[config.mk]
export PLATFORM = sky130hd
export DESIGN_NAME = fetch_queue_flat
export DESIGN_NICKNAME = d
export VERILOG_FILES = /design/src/rtl/fetch_pkg.sv /design/src/rtl/fetch_queue_if.sv /design/src/rtl/fetch_fifo_mem.sv /design/src/rtl/fetch_queue.sv /design/src/flat_wrapper.sv
export SDC_FILE = /design/constraint.sdc
export NUM_CORES = 1
export LEC_CHECK = 0
export CELL_PAD_IN_SITES_DETAIL_PLACEMENT = 1
export CELL_PAD_IN_SITES_GLOBAL_PLACEMENT = 2
export CORE_MARGIN = 4
export CORE_UTILIZATION = 33
export DETAILED_ROUTE_END_ITERATION = 10
export PLACE_DENSITY_LB_ADDON = 0.12
export SLEW_MARGIN = 20
export SYNTH_ARGS = -nofsm -noshare
export SYNTH_HDL_FRONTEND = slang
export SYNTH_SLANG_ARGS = --single-unit
[constraint.sdc]
create_clock -name clk -period 3.2 [get_ports clk]
set_input_delay 0.64 -clock clk [delete_from_list [all_inputs] [get_ports clk]]
set_output_delay 0.64 -clock clk [all_outputs]
set_load 0.03 [all_outputs]
[src/rtl/fetch_pkg.sv]
// Shared types and default sizing for the fetch-to-decode queue.
package fetch_pkg;

    localparam int AW    = 32;
    localparam int DEPTH = 2;

    typedef struct packed {
        logic [AW-1:0] pc;
        logic [AW-1:0] instr;
    } fetch_entry_t;

endpackage

[src/rtl/fetch_queue_if.sv]
// Fetch/decode handshake bundle: master is the fetch/decode environment,
// slave is the queue itself.
interface fetch_queue_if
    import fetch_pkg::*;
#(
    parameter int AW = fetch_pkg::AW
) ();

    logic [AW-1:0] PCF;
    logic [AW-1:0] InstrF;
    logic          FlushD;
    logic          StallD;
    logic          pc_en;
    logic          validD;
    logic [AW-1:0] InstrD;
    logic [AW-1:0] PCD;
    logic [AW-1:0] PCPlus4D;
    logic [31:0]   bubble_cnt;

    modport master (
        output PCF, InstrF, FlushD, StallD,
        input  pc_en, validD, InstrD, PCD, PCPlus4D, bubble_cnt
    );

    modport slave (
        input  PCF, InstrF, FlushD, StallD,
        output pc_en, validD, InstrD, PCD, PCPlus4D, bubble_cnt
    );

endinterface

[src/rtl/fetch_fifo_mem.sv]
// Entry storage for the fetch queue: one write port, one asynchronous
// read port, cleared on reset so no stale entry survives.
module fetch_fifo_mem
    import fetch_pkg::*;
#(
    parameter int DEPTH = fetch_pkg::DEPTH,
    parameter int W     = 2 * fetch_pkg::AW
) (
    input  logic                     clk,
    input  logic                     rst,
    input  logic                     we,
    input  logic [$clog2(DEPTH)-1:0] waddr,
    input  logic [W-1:0]             wdata,
    input  logic [$clog2(DEPTH)-1:0] raddr,
    output logic [W-1:0]             rdata
);

    logic [W-1:0] mem [DEPTH];

    // Register array write; whole array cleared on reset.
    always_ff @(posedge clk or negedge rst) begin
        if (!rst) begin
            for (int i = 0; i < DEPTH; i++) mem[i] <= '0;
        end else if (we) begin
            mem[waddr] <= wdata;
        end
    end

    assign rdata = mem[raddr];

endmodule

[src/rtl/fetch_queue.sv]
// Fetch-to-decode instruction queue. Captures {PCF, InstrF} each cycle the
// PC register advances, presents the oldest entry to decode, halts fetch
// when full and drops everything on a redirect.
module fetch_queue
    import fetch_pkg::*;
#(
    parameter int DEPTH = fetch_pkg::DEPTH,
    parameter int AW    = fetch_pkg::AW
) (
    input  logic         clk,
    input  logic         rst,
    fetch_queue_if.slave fq
);

    localparam int PW = $clog2(DEPTH);
    localparam int CW = $clog2(DEPTH + 1);

    // Same layout as fetch_entry_t, but sized by this instance's AW.
    typedef struct packed {
        logic [AW-1:0] pc;
        logic [AW-1:0] instr;
    } entry_t;

    logic [PW-1:0] wr_ptr, rd_ptr;
    logic [CW-1:0] count;
    logic          valid, deq, enq;
    entry_t        wr_entry, head;

    // Handshake: control depends only on registered state and FlushD/StallD,
    // never on InstrF.
    assign valid = (count != '0);
    assign deq   = valid & ~fq.StallD;
    assign enq   = ~fq.FlushD & ((count < CW'(DEPTH)) | deq);

    assign fq.pc_en  = fq.FlushD | enq;
    assign fq.validD = valid;

    assign wr_entry = '{pc: fq.PCF, instr: fq.InstrF};

    fetch_fifo_mem #(
        .DEPTH (DEPTH),
        .W     (2 * AW)
    ) u_mem (
        .clk   (clk),
        .rst   (rst),
        .we    (enq),
        .waddr (wr_ptr),
        .wdata (wr_entry),
        .raddr (rd_ptr),
        .rdata (head)
    );

    // Head outputs are zeroed whenever the queue is empty.
    assign fq.InstrD   = valid ? head.instr : '0;
    assign fq.PCD      = valid ? head.pc : '0;
    assign fq.PCPlus4D = valid ? head.pc + AW'(4) : '0;

    // Pointer/occupancy update; a flush empties the queue and wins over
    // any coincident dequeue (enq is already suppressed by FlushD).
    always_ff @(posedge clk or negedge rst) begin
        if (!rst) begin
            wr_ptr <= '0;
            rd_ptr <= '0;
            count  <= '0;
        end else if (fq.FlushD) begin
            rd_ptr <= wr_ptr;
            count  <= '0;
        end else begin
            if (enq) wr_ptr <= wr_ptr + PW'(1);
            if (deq) rd_ptr <= rd_ptr + PW'(1);
            count <= count + CW'(enq) - CW'(deq);
        end
    end

    // Count every cycle decode sees no valid instruction.
    always_ff @(posedge clk or negedge rst) begin
        if (!rst)       fq.bubble_cnt <= '0;
        else if (!valid) fq.bubble_cnt <= fq.bubble_cnt + 32'd1;
    end

endmodule

[src/flat_wrapper.sv]
// flat-port wrapper written by rule: the top's interface ports become plain ports
module fetch_queue_flat import fetch_pkg::*;
#(
    parameter int DEPTH = fetch_pkg::DEPTH,
    parameter int AW    = fetch_pkg::AW
)
  (clk, rst, fq_PCF, fq_InstrF, fq_FlushD, fq_StallD, fq_pc_en, fq_validD, fq_InstrD, fq_PCD, fq_PCPlus4D, fq_bubble_cnt);
  fetch_queue_if #(.AW(AW)) fq_i ();
  input  logic clk;
  input  logic rst;
  input wire logic [$bits(fq_i.PCF)-1:0] fq_PCF;
  input wire logic [$bits(fq_i.InstrF)-1:0] fq_InstrF;
  input wire logic [$bits(fq_i.FlushD)-1:0] fq_FlushD;
  input wire logic [$bits(fq_i.StallD)-1:0] fq_StallD;
  output wire logic [$bits(fq_i.pc_en)-1:0] fq_pc_en;
  output wire logic [$bits(fq_i.validD)-1:0] fq_validD;
  output wire logic [$bits(fq_i.InstrD)-1:0] fq_InstrD;
  output wire logic [$bits(fq_i.PCD)-1:0] fq_PCD;
  output wire logic [$bits(fq_i.PCPlus4D)-1:0] fq_PCPlus4D;
  output wire logic [$bits(fq_i.bubble_cnt)-1:0] fq_bubble_cnt;
  assign fq_i.PCF = fq_PCF;
  assign fq_i.InstrF = fq_InstrF;
  assign fq_i.FlushD = fq_FlushD;
  assign fq_i.StallD = fq_StallD;
  assign fq_pc_en = fq_i.pc_en;
  assign fq_validD = fq_i.validD;
  assign fq_InstrD = fq_i.InstrD;
  assign fq_PCD = fq_i.PCD;
  assign fq_PCPlus4D = fq_i.PCPlus4D;
  assign fq_bubble_cnt = fq_i.bubble_cnt;
  fetch_queue #(.DEPTH(DEPTH), .AW(AW)) u_core (.clk(clk), .rst(rst), .fq(fq_i));
endmodule
==> results of run 1 <==
-- per-stage QoR --
stage                     TNS [ns]  hold WS, ns  power [mW]
after floorplan                  0        0.344        8.40
after CTS                    -4.19        0.279        13.6
after global placement      -0.197        0.462        11.2
after detailed placement    -0.566        0.463        11.4
final                        -2.69        0.241        13.6
after global routing         -7.24        0.284        14.5
-- path summary, 6_finish.rpt --
path                                                from                  endpoint  slack [ns]  cells past startpoint
worst max-delay path                       u_core.rd_ptr           fq_PCPlus4D[28]       -0.27                     11
worst min-delay path                                 rst  u_core.fq.bubble_cnt[20]        0.24                      1
worst max register to register           u_core.count[1]           u_core.count[1]        1.04                      9
worst min register to register  u_core.fq.bubble_cnt[31]  u_core.fq.bubble_cnt[31]        0.47                      1
max in group asynchronous                            rst      u_core.u_mem.mem[92]        2.09                      2
min in group clk                u_core.fq.bubble_cnt[31]  u_core.fq.bubble_cnt[31]        0.47                      1
-- area by class of cell --
type	count	area, sq um	area share (%)
multi-input cells	504	4300	35.7
flip-flops and latches	164	4110	34.0
repair buffers	276	2690	22.3
inverters	6	22.5	0.187
well taps	330	413	3.42
clock buffers	19	433	3.59
clock inverters	12	95.1	0.788
-- routing by layer --
metal	wire length [um]	track usage [%]
met3	1170	4.53
met4	425	4.76
met2	13200	32.7
met5	0	0
met1	10200	20.6
-- registers in the layout (all words and copies together) (netlist names) --
signal and cells:
u_core.wr_ptr 1, u_core.u_mem.mem 128, u_core.count 2, u_core.rd_ptr 1
u_core.fq.bubble_cnt 32
-- cells by family (layout without fill, tap and decap cells) --
| kind of cell | count (synthesis) | after routing |
|---|---|---|
| buffers and inverters | 44 | 313 |
| muxes | 195 | 195 |
| adders and majority gates | 4 | 4 |
| DFF | 164 | 164 |
| and+or+nand+nor | 226 | 226 |
| xor gates and xnor gates | 46 | 46 |
| AOI/OAI and AO/OA | 33 | 33 |
-- power by group through the flow --
| stage | Combinational [mW] | Sequential (mW) | Clock [mW] |
|---|---|---|---|
| after floorplan | 4.84 | 3.56 | 0 |
| after global placement | 7.50 | 3.72 | 0 |
| after detailed placement | 7.66 | 3.78 | 0 |
| after CTS | 7.93 | 3.73 | 1.94 |
| after global routing | 8.57 | 3.87 | 2.04 |
| final | 8.00 | 3.75 | 1.86 |
-- worst max-delay path: stages, from the launching register on --
cell and delay (ns):
dfrtp_4 0.56, buf_12 0.17, mux2i_2 0.15, buf_4 0.15
a2111oi_4 0.32, buf_4 0.18, nand4_2 0.13, buf_6 0.18
o21a_1 0.18, nor3_2 0.14, buf_4 0.15, buf_12 0.11
-- what timing repair did --
action | 4_1_cts | 5_1_grt
resized for setup | 33 | 45
setup buffers | 11 | 12
pin swaps | 8 | 18
setup endpoints to repair | 42 | 42
-- cell usage after synthesis, drive strengths merged (2+ instances only) --
master and number:
a22oi 4, mux2i 63, nand3b 11, nand2 34
a31oi 2, nand3 24, dfrtp 164, nor2b 3
nor4 3, clkbuf 17, o21a 6, buf 21
inv 6, nand2b 2, nand4 17, nor2 87
a222oi 2, ha 4, o21ai 6, a2111oi 2
and4 7, xnor2 36, a21oi 6, xor2 10
and2 8, and3 4, mux2 132, nand4b 2
nor3 20
==> flow_metrics.tcl, run 1 <==
set metrics [dict create \
    pin_count 198 \
    routed_wl_um 25000 \
    fillers 2646 \
    place_congestion 0.777 \
    finalInstanceArea_sq_um 12100 \
    synth-edff-count 0 \
    antenna_found_initial 0 \
    die_area_sq_um 28100 \
    ctsHoldBuffers 0 \
    syn-instance-count 712 \
    cts_root_buffer "clkbuf_16" \
    vias 6452 \
    fin_nets 1041 \
    grt_overflow_total 0 \
    drive_above_1_share_pct 32.9 \
    clock_skew_ns 0.0112 \
    synth_compound_area_share_pct 3.09 \
    peakVddDrop_mv 0.618 \
    pwr-share-clk_pct 13.7 \
    p_per_area_nw_per_um2 1130 \
    hold_class "primary input to async pin" \
    syn_nets 784 \
    grt_max_degree 82 \
    synth_warnings 0 \
    numCtsBuffers 17 \
    coreArea_sq_um 25100 \
    synth_ff_type "dfrtp_1" \
    rows 58 \
    critPathArrivalTime_ns 2.83 \
    post_drt_wl_per_cell_um 19.1 \
    die_x_um 168 \
    final_cell_mix "163 x dfrtp_1, 161 x clkdlybuf4s50_1, 130 x mux2_2, 86 x nor2_1, 81 x buf_4" \
    setup.worst_path.end_class "primary output" \
    status "finished, violations left" \
    synth.top_cells.by_area "dfrtp_1 49%, mux2_2 17%, mux2i_1 7.3%, nor2_1 3.9%, xnor2_1 3.7%" \
    cp-start-kind "register" \
    setup_viol 18 \
    hold_viol_final 0 \
    yosysTopAreaCell "dfrtp_1" \
    synth_cell_types 54 \
    p_leak_nw 5.16 \
    dr.pass1.iters 4 \
    setup_slack_ns -0.268 \
    grt_pass1_wl_um 40000 \
    max_freq_ghz 0.288 \
    placed_cells 1257 \
    fin_cells 1311 \
    fin_crit_ns 3.47 \
    cts_tree "yes" \
    io_buffers 197 \
    clock-sinks 164 \
    synthMuxAreaShare_pct 25.2 \
    avgSynthCellArea_sq_um 11.8 \
    rsz0062_at_grt "yes" \
    maxCapViolations 0 \
    postSynth.asyncResetShare_pct 100 \
    die_h_um 168 \
    failed_checks "setup timing" \
    ys_ff_latch 164 \
    switching_share_pct 43.7 \
    track_usage_pct 17.8 \
    synth_top_family_by_area "multiplexers" \
    synth-simple-area-share_pct 14.6 \
    h-tree-depth 4 \
    seqPwrFrac_pct 27.6 \
    drcViolationCount 0 \
    p_int_mw 7.67 \
    ant_nets 0 \
    final_max_slew_viol_count 0 \
    start_util_pct 33.5 \
    antennaDiodeCount 0 \
    grt_pass1_vias 7337 \
    combPwrFrac_pct 58.8 \
    dpl.hpwl_um 18200 \
    area_growth_syn_to_layout_pct 43.3 \
    slew_headroom_pct 48.1 \
    synthXorXnorAreaFrac_pct 4.79 \
    p_sw_mw 5.94 \
    insertion_delay_ns 0.42 \
    dr.first_iter.drc_count 180 \
    worstMarginPinSlew_ns 0.778 \
    layout_commonest_cell "dfrtp_1" \
    yosysTopAreaCellShare_pct 48.7 \
    cts_buffer_depth 2 \
    clk_pin_slew_ns 0.07 \
    synth-adder-area-share_pct 0.594 \
    fin_crit_sh_pct 108 \
    cp.required_ns 2.56 \
    synth_area_sq_um 8420 \
    placed_area_sq_um 11100 \
    utilization_pct 48.0 \
    viasPerCell 4.92 \
    synth_seq_area_share_pct 48.7 \
    path_max_fanout 8 \
    critical_path_class "register to primary output" \
    dp_slack_ns -0.130 \
]
Power figures use the tool's default switching activity.
==> inputs of run 2 (changes only) <==
- GPL_ROUTABILITY_DRIVEN: not set -> 0
- PLACE_DENSITY: not set -> 0.83
- PLACE_DENSITY_LB_ADDON: 0.12 -> not set
==> run 2 against run 1 <==
  * Sequential cell count stayed put
  * Register-to-register slack better by 0.14 ns
  * The run still ends with setup timing left
  * Setup slack improved by 0.093 ns
  * Largest cell class unchanged
  * First-iteration DRC count increased by 20%
  * Hold slack improved by 0.015 ns
  * Via count is essentially flat
  * Final cell count is 1.2% lower
  * Die area unchanged
  * Maximum frequency up 2.8%
==> flow_metrics.tcl, run 2 (synthesis results as in run 1) <==
set metrics [dict create \
    fin_crit_sh_pct 105 \
    die_area_sq_um 28100 \
    numCtsBuffers 17 \
    dr.pass1.iters 4 \
    fin_nets 1024 \
    rows 58 \
    path_max_fanout 7 \
    cp.required_ns 2.56 \
    clk_pin_slew_ns 0.07 \
    io_buffers 197 \
    track_usage_pct 17.3 \
    critPathArrivalTime_ns 2.73 \
    fin_crit_ns 3.37 \
    slew_headroom_pct 49.1 \
    cts_root_buffer "clkbuf_16" \
    setup_slack_ns -0.174 \
    dr.first_iter.drc_count 216 \
    hold_viol_final 0 \
    die_x_um 168 \
    drcViolationCount 0 \
    worstMarginPinSlew_ns 0.763 \
    clock-sinks 164 \
    timing.hold.ws_ns 0.256 \
    routed_wl_um 24300 \
    rsz0062_at_grt "yes" \
    ctsHoldBuffers 0 \
    area_growth_syn_to_layout_pct 43.1 \
    cts_buffer_depth 2 \
    switching_share_pct 43.2 \
    grt_pass1_vias 7129 \
    coreArea_sq_um 25100 \
    dp_slack_ns -0.125 \
    start_util_pct 33.5 \
    clock_skew_ns 0.00999 \
    final_max_slew_viol_count 0 \
    viasPerCell 4.98 \
    peakVddDrop_mv 0.537 \
    pwr-share-clk_pct 15.9 \
    top_layer_used "met5" \
    hold_class "primary input to async pin" \
    layout_commonest_cell "dfrtp_1" \
    fillers 2699 \
    seqPwrFrac_pct 27.0 \
    h-tree-depth 4 \
    vias 6454 \
    wirelength_met1_um 10800 \
    setup_viol 17 \
    grt_pass1_wl_um 39100 \
    max_freq_ghz 0.296 \
    total_power_mw 13.8 \
    dpl.hpwl_um 17200 \
    fin_tns_setup_ns -2.00 \
    status "finished, violations left" \
    final_cell_mix "163 x dfrtp_1, 161 x clkdlybuf4s50_1, 129 x mux2_2, 86 x nor2_1, 67 x buf_4" \
    cp-start-kind "register" \
    routed-wl-met3_um 1370 \
    die_h_um 168 \
    utilization_pct 48.0 \
    maxCapViolations 0 \
    ant_nets 0 \
    p_leak_nw 5.15 \
    grt_overflow_total 0 \
    post_drt_wl_per_cell_um 18.8 \
    pin_count 198 \
    wl_met2_um 11800 \
    insertion_delay_ns 0.43 \
    grt_max_degree 79 \
    drive_above_1_share_pct 31.6 \
    cts_tree "yes" \
    setup.worst_path.end_class "primary output" \
    largest_reg_flops 128 \
    p_sw_mw 5.97 \
    failed_checks "setup timing" \
    largest-register "u_core.u_mem.mem" \
    p_per_area_nw_per_um2 1150 \
    combPwrFrac_pct 57.1 \
    top_regs "u_core.u_mem.mem (128), u_core.fq.bubble_cnt (32), u_core.count (2)" \
    p_int_mw 7.87 \
    antenna_found_initial 2 \
    critical_path_class "register to primary output" \
]
-- run 2: cell count changes in the layout (fill, tap and decap cells not counted), sizes merged --
cell and delta:
clkbuf -1, bufinv +3, clkinv +1, buf -18
diode +1, clkinvlp -2
-- run 2: power by group through the flow --
stage               Clock, mW  Combinational (mW)  Sequential, mW
global route             2.33                8.47            3.86
detailed placement          0                7.61            3.77
CTS                      2.26                7.91            3.73
global placement            0                7.53            3.73
finish                   2.19                7.91            3.73
floorplan                   0                4.84            3.56
-- run 2: critical path: stages (launching register included) --
cell,delay (ns)
dfrtp_4,0.56
buf_12,0.17
nand3b_1,0.19
buf_4,0.17
a222oi_1,0.33
nand4_1,0.30
buf_6,0.23
nor3_4,0.12
nor3_2,0.07
buf_4,0.18
-- run 2: metal layers --
metal	global-route usage, %	vias to the layer above
met4	4.59	4
met2	28.9	137
met3	4.93	24
li1	-	2999
met5	0	-
met1	22.0	3290
-- run 2: final timing paths --
| kind | from | end | slack (ns) | cells past startpoint |
|---|---|---|---|---|
| min in group clk | u_core.fq.bubble_cnt[31] | u_core.fq.bubble_cnt[31] | 0.48 | 1 |
| hold reg to reg | u_core.fq.bubble_cnt[31] | u_core.fq.bubble_cnt[31] | 0.48 | 1 |
| hold / removal | rst | u_core.fq.bubble_cnt[28] | 0.26 | 1 |
| setup / recovery | u_core.rd_ptr | fq_PCPlus4D[27] | -0.17 | 9 |
| setup reg to reg | u_core.fq.bubble_cnt[3] | u_core.fq.bubble_cnt[29] | 1.18 | 5 |
| max in group asynchronous | rst | u_core.u_mem.mem[103] | 2.09 | 2 |
-- run 2: what timing repair did --
action / in CTS / in global routing
cloned: 0 / 0
setup endpoints to repair: 20 / 26
pin swaps: 21 / 17
setup buffers: 11 / 3
gates resized for setup: 45 / 34
-- run 2: cell type report --
type	count	area, sq um	share of cell area [%]
multi-input cells	504	4320	35.9
repair buffers	259	2560	21.3
flip-flops and latches	164	4110	34.1
clock inverters	14	191	1.59
diodes	1	2.50	0.0208
well taps	330	413	3.43
clock buffers	17	425	3.53
inverters	6	22.5	0.187
-- run 2: per-stage QoR --
step	area [sq um]	std cells
2_1_floorplan	8430	712
3_3_place_gp	11000	1250
3_5_place_dp	11000	1250
4_1_cts	11900	1292
5_1_grt	12000	1294
6_report	12000	1295
